## src/rtl/clock_pkg.sv

```systemverilog
// Shared encodings and limits for the time-of-day clock.
package clock_pkg;

  typedef enum logic [1:0] {
    MODE_RUN      = 2'b00,
    MODE_SET_HOUR = 2'b01,
    MODE_SET_MIN  = 2'b10
  } mode_t;

  localparam int SEC_MAX  = 59;
  localparam int MIN_MAX  = 59;
  localparam int HOUR_MAX = 23;

  localparam int DEFAULT_TICKS_PER_SEC = 31_500_000;

endpackage

```

## src/rtl/bcd_mod_counter.sv

```systemverilog
// Two-digit BCD counter wrapping at MOD-1 -> 00, with a combinational carry.
module bcd_mod_counter #(
  parameter int MOD    = 60,
  parameter int TENS_W = 3
) (
  input  logic              regular_clk,
  input  logic              reset_n,
  input  logic              inc_en,
  input  logic              clear,
  output logic [TENS_W-1:0] tens,
  output logic [3:0]        ones,
  output logic              carry_out
);

  localparam logic [TENS_W-1:0] TENS_MAX = TENS_W'((MOD - 1) / 10);
  localparam logic [3:0]        ONES_MAX = 4'((MOD - 1) % 10);

  logic at_max;

  assign at_max    = (tens == TENS_MAX) && (ones == ONES_MAX);
  assign carry_out = inc_en && at_max;

  always_ff @(posedge regular_clk or negedge reset_n) begin
    if (!reset_n) begin
      tens <= '0;
      ones <= '0;
    end else if (clear) begin
      tens <= '0;
      ones <= '0;
    end else if (inc_en) begin
      if (at_max) begin
        tens <= '0;
        ones <= '0;
      end else if (ones == 4'd9) begin
        tens <= tens + TENS_W'(1);
        ones <= '0;
      end else begin
        ones <= ones + 4'd1;
      end
    end
  end

endmodule

```

## src/rtl/time_set_controller.sv

```systemverilog
// Time-of-day keeper with 1 s prescaler, MODE/INC button handling and edit-field blink.
module time_set_controller
  import clock_pkg::*;
#(
  parameter int TICKS_PER_SEC = DEFAULT_TICKS_PER_SEC,
  parameter int BLINK_DIV     = TICKS_PER_SEC / 4
) (
  input  logic       regular_clk,
  input  logic       reset_n,
  input  logic       mode_pulse,
  input  logic       inc_pulse,
  output logic [1:0] hour_tens,
  output logic [3:0] hour_ones,
  output logic [2:0] min_tens,
  output logic [3:0] min_ones,
  output logic [2:0] sec_tens,
  output logic [3:0] sec_ones,
  output logic [1:0] mode,
  output logic       blink,
  output logic       sec_tick
);

  localparam int PRE_W = $clog2(TICKS_PER_SEC);
  localparam int BLK_W = (BLINK_DIV > 1) ? $clog2(BLINK_DIV) : 1;
  localparam logic [PRE_W-1:0] PRE_MAX = PRE_W'(TICKS_PER_SEC - 1);
  localparam logic [BLK_W-1:0] BLK_MAX = BLK_W'(BLINK_DIV - 1);

  mode_t            state, state_next;
  logic             mode_q, inc_q;
  logic             mode_ev, inc_ev, inc_act;
  logic             set_entry, exit_to_run;
  logic [PRE_W-1:0] presc;
  logic [BLK_W-1:0] blink_cnt;
  logic             wrap;
  logic             sec_carry, min_carry;
  logic             sec_inc, min_inc, hour_inc;

  // Button edge detection: a held level yields a single event.
  always_ff @(posedge regular_clk or negedge reset_n) begin
    if (!reset_n) begin
      mode_q <= 1'b0;
      inc_q  <= 1'b0;
    end else begin
      mode_q <= mode_pulse;
      inc_q  <= inc_pulse;
    end
  end

  assign mode_ev = mode_pulse & ~mode_q;
  assign inc_ev  = inc_pulse & ~inc_q;
  assign inc_act = inc_ev & ~mode_ev;

  always_ff @(posedge regular_clk or negedge reset_n) begin
    if (!reset_n) state <= MODE_RUN;
    else          state <= state_next;
  end

  always_comb begin
    state_next = state;
    if (mode_ev) begin
      case (state)
        MODE_RUN:      state_next = MODE_SET_HOUR;
        MODE_SET_HOUR: state_next = MODE_SET_MIN;
        MODE_SET_MIN:  state_next = MODE_RUN;
        default:       state_next = MODE_RUN;
      endcase
    end
  end

  assign set_entry   = (state_next != state) && (state_next != MODE_RUN);
  assign exit_to_run = (state == MODE_SET_MIN) && (state_next == MODE_RUN);

  // Prescaler only runs in RUN; leaving SET_MIN restarts a full second.
  assign wrap = (state == MODE_RUN) && (presc == PRE_MAX);

  always_ff @(posedge regular_clk or negedge reset_n) begin
    if (!reset_n) begin
      presc <= '0;
    end else if (exit_to_run) begin
      presc <= '0;
    end else if (state == MODE_RUN) begin
      presc <= wrap ? '0 : presc + PRE_W'(1);
    end
  end

  assign sec_tick = wrap;

  // Carries only propagate while running; edits touch one field only.
  assign sec_inc  = wrap;
  assign min_inc  = ((state == MODE_RUN) && sec_carry) ||
                    ((state == MODE_SET_MIN) && inc_act);
  assign hour_inc = ((state == MODE_RUN) && min_carry) ||
                    ((state == MODE_SET_HOUR) && inc_act);

  bcd_mod_counter #(.MOD(SEC_MAX + 1), .TENS_W(3)) u_sec (
    .regular_clk (regular_clk),
    .reset_n     (reset_n),
    .inc_en      (sec_inc),
    .clear       (exit_to_run),
    .tens        (sec_tens),
    .ones        (sec_ones),
    .carry_out   (sec_carry)
  );

  bcd_mod_counter #(.MOD(MIN_MAX + 1), .TENS_W(3)) u_min (
    .regular_clk (regular_clk),
    .reset_n     (reset_n),
    .inc_en      (min_inc),
    .clear       (1'b0),
    .tens        (min_tens),
    .ones        (min_ones),
    .carry_out   (min_carry)
  );

  bcd_mod_counter #(.MOD(HOUR_MAX + 1), .TENS_W(2)) u_hour (
    .regular_clk (regular_clk),
    .reset_n     (reset_n),
    .inc_en      (hour_inc),
    .clear       (1'b0),
    .tens        (hour_tens),
    .ones        (hour_ones),
    .carry_out   ()
  );

  // Blink restarts visible on every edit so the user sees the new value.
  always_ff @(posedge regular_clk or negedge reset_n) begin
    if (!reset_n) begin
      blink     <= 1'b1;
      blink_cnt <= '0;
    end else if (state_next == MODE_RUN) begin
      blink     <= 1'b1;
      blink_cnt <= '0;
    end else if (set_entry || inc_act) begin
      blink     <= 1'b1;
      blink_cnt <= '0;
    end else if (blink_cnt == BLK_MAX) begin
      blink     <= ~blink;
      blink_cnt <= '0;
    end else begin
      blink_cnt <= blink_cnt + BLK_W'(1);
    end
  end

  assign mode = state;

endmodule

```

## config.mk

```make
export PLATFORM = sky130hd
export DESIGN_NAME = time_set_controller
export DESIGN_NICKNAME = d
export VERILOG_FILES = /design/src/rtl/clock_pkg.sv /design/src/rtl/bcd_mod_counter.sv /design/src/rtl/time_set_controller.sv
export SDC_FILE = /design/constraint.sdc
export NUM_CORES = 1
export LEC_CHECK = 0
export CORE_ASPECT_RATIO = 1.5
export CORE_UTILIZATION = 25
export CTS_CLUSTER_DIAMETER = 60
export CTS_CLUSTER_SIZE = 20
export DETAILED_ROUTE_END_ITERATION = 10
export PLACE_DENSITY = 0.45
export SLEW_MARGIN = 40
export SYNTH_ARGS = -nofsm -noshare
export SYNTH_HDL_FRONTEND = slang
export SYNTH_SLANG_ARGS = --single-unit
```

## constraint.sdc

```tcl
create_clock -name regular_clk -period 4.8 [get_ports regular_clk]
set_clock_uncertainty 0.15 [all_clocks]
set_input_delay 0.72 -clock regular_clk [delete_from_list [all_inputs] [get_ports regular_clk]]
set_output_delay 0.72 -clock regular_clk [all_outputs]
set_load 0.01 [all_outputs]
```

==> impl_summary.txt <==
----------------------------------------------------
[Cells and area]
  Area of combinational cells with multiple inputs ... 0.00203 mm^2
  Most frequent standard cell in the layout excluding fill and tap cells ... dfrtp_1
  Nets ... 463
  Filler instances ... 1586
  Commonest cells after routing, fill and taps aside ... dfrtp_1, nor2_1, nand2_1
  Fraction of final layout cells sized beyond drive strength 1 ... 0.0793
  Number of antenna repair diodes ... 0
  Storage element area ... 0.00183 mm^2
  Area growth syn-to-layout ... 21.2%

[Route]
  Total via count after detailed routing ... 3169
  Total length of routed met2 wires ... 5090 um
  DRT Pass-1 Iters ... 4
  Final ANT Viol Nets ... 0
  Routed length per instance ... 14.5 um
  Wire length on met1 ... 3970 um
  Met3 routed wirelength ... 272 um
  Top metal layer carrying routed signals ... met4
  Violation count after the first detailed-route iteration ... approximately 110
  Number of design rule violations left after detail routing ... 0
  Routed Wire Length ... 9450 um
  Vias per cell ... 4.85

[Yosys]
  Unique masters post-synth ... 49
  Count of warnings emitted by yosys ... 0
  Net count of the mapped netlist ... between 400 and 500
  Synthesized cell area ... 0.00393 mm^2
  Number of enable flip-flop cells after synthesis ... 0
  Most instantiated flip-flop cell in the synthesis netlist ... dfrtp_1
  Post-Synthesis Cells ... 416
  Fraction of the yosys area taken by sequential cells ... 0.465
  Async S/R FF share, synth ... 1.00
  Synthesized flop and latch total ... 73
  Post-Synthesis Mean Instance Area ... 9.45 um^2

[Timing]
  Time the worst path needs with I/O delays and setup ... ~3600 ps
  RSZ-0062 raised after global routing ... false
  Hold Fails Final Rpt ... 0
  Worst slack on hold paths ... about 250 ps
  Count of final max-slew check failures ... 0
  Transition at the pin with the smallest max-transition slack ... 841 ps
  Tcrit/Tclk final ... 0.757
  Setup violators final ... 0
  Highest achievable clock rate ... 275 MHz
  Fin Setup TNS ... 0 ps
  Max transition margin ... 0.438

[Floorplanning]
  Total core area ... 0.0152 mm^2
  Io pins ... 28
  Area of the die ... 0.0162 mm^2
  Die height ... 156 um
  Starting density of the core ... 0.258
  Die W ... approximately 100 um
  Row count ... 55

[Worst setup path]
  Arrival time of data at the critical path endpoint ... 2760 ps
  Max Fanout on Critical Path ... 11
  Critical Path End Type ... output pin
  Category of the most critical setup path ... reg2out
  Startpoint types ... flip-flop
  Required time at the worst-slack endpoint ... 3930 ps

[CTS]
  Clock-pin slew of the registers on the worst-case setup and hold paths ... roughly 60 ps
  Cell chosen for the clock root ... clkbuf_16
  TritonCTS clock tree ... yes
  H-tree lvl count ... 3
  Source-to-sink clock delay at the later pin of the worst-skew pair ... 330 ps
  Post_cts resized ... 0
  CTS sink count ... 73
  Hold-fix buffer count after cts ... 0
  Number of setup buffers added after CTS ... 0
  Clk buf depth ... 2
  Clock buffers created by TritonCTS ... 9

[Min path]
  Type of the most critical hold path ... in2async

[Pwr]
  Fraction of power consumed by combinational cells ... 0.261
  Internal power of the cells ... approximately 1500 uW
  Net load switching power ... ~730 uW
  Flop pwr share ... 0.403
  Overall power of the completed layout ... 2210 uW
  Clock network power share ... 0.336
  Peak supply drop ... 0.180 mV
  Power density over the cells ... 463 mW/mm^2
  Leakage power figure ... 0.00195 uW
  Fraction of power spent switching nets ... 0.330

[Place]
  Detailed Place HPWL ... 6910 um
  Port Buffer Count ... 27
  Weighted congestion reported at the end of routability-driven placement ... roughly 0.78

[Global route]
  Via count of the first global-routing pass ... 3185
  Global-route wire length before repair ... 16200 um
  GR Util All Layers ... 0.124
  Initial antenna violation count ... 0
  Total gr overflow ... 0
  Largest net degree at the start of global routing ... 74

[Status]
  Outcome ... complete, no violations

[Run]
  Max Cap Viol ... 0

----------------------------------------------------
==> critical path: stages, from the launching register on <==
cell and delay, ps:
dfrtp_1 480, or4b_4 600, nor4_4 400, nand2_1 230, inv_1 160, clkdlybuf4s50_1 550
==> power by group through the flow <==
stage / clock (uW) / sequential (uW) / combinational [uW]
3_5_place_dp: 0 / 899 / 590
6_report: 741 / 888 / 577
4_1_cts: 760 / 889 / 592
5_1_grt: 781 / 917 / 652
2_1_floorplan: 0 / 880 / 335
3_3_place_gp: 0 / 893 / 586
==> path summary, 6_finish.rpt <==
path	from	slack, ps	cells after the start	endpoint
worst max-delay path	mode[1]	1170	5	sec_tick
worst min-delay path	reset_n	250	1	presc[19]
worst max register to register	mode[1]	1900	5	u_min.tens[1]
worst min register to register	blink_cnt[0]	340	1	blink_cnt[0]
max in group asynchronous	reset_n	3770	1	blink_cnt[9]
min in group regular_clk	blink_cnt[0]	340	1	blink_cnt[0]
==> metal layers <==
| layer | track usage | vias to the layer above |
|---|---|---|
| met5 | 0 | - |
| met4 | 0.0361 | 0 |
| met3 | 0.0255 | 10 |
| met2 | 0.232 | 39 |
| met1 | 0.141 | 1571 |
| li1 | - | 1549 |
==> per-stage QoR <==
stage	setup slack, ps	area [um^2]	instances	utilization
after floorplan	1990	3930	416	-
after global placement	1560	4420	637	0.291
after detailed placement	1520	4440	637	0.292
after CTS	1150	4760	653	0.313
after global routing	1010	4760	653	0.313
final	1170	4760	653	0.313
==> layout make-up <==
class                           instances  share of cell area
Tap cell                              199              0.0523
Inverter                               13              0.0102
Clock buffer                           12              0.0518
Sequential cell                        73               0.384
Timing Repair Buffer                   28              0.0586
Clock inverter                          4              0.0160
Multi-Input combinational cell        324               0.427
==> sequential cells by signal (all words and copies together), names as in the netlist <==
signal / count
presc: 25
blink_cnt: 23
u_hour.ones: 4
u_min.ones: 4
u_sec.ones: 4
u_min.tens: 3
u_sec.tens: 3
mode: 2
u_hour.tens: 2
blink: 1
inc_q: 1
mode_q: 1
==> synth_stat cells, drive strengths merged, types with 2 or more instances <==
master	n	area (um^2)
nand3	28	140
and2	4	25.0
mux2	10	113
a31oi	6	37.5
and3	11	68.8
xor2	27	236
nor2	55	206
and4	5	43.8
nand4	19	119
nor3	4	20.0
a21boi	3	26.3
nor2b	4	25.0
nor4	9	71.3
a21oi	20	111
nor4b	2	17.5
dfrtp	72	1800
inv	13	48.8
or3	9	61.3
xnor2	9	78.8
a211oi	2	15.0
nand2	44	165
clkbuf	4	15.0
and3b	2	17.5
nand2b	3	18.8
nand4b	2	17.5
o211ai	3	22.5
buf	2	18.8
nor4bb	4	40.0
o21ai	15	75.1
or4	2	18.8
ha	10	125
nand3b	4	30.0
==> cell families after synthesis <==
logic type                 share of synthesized area
AOI/OAI and AO/OA                             0.0863
xor gates and xnor gates                      0.0802
adders and majority gates                     0.0318
buffers and inverters                         0.0210
DFF                                            0.465
muxes                                         0.0287
and+or+nand+nor                                0.287
No activity file was read; power rests on OpenSTA's default activity.
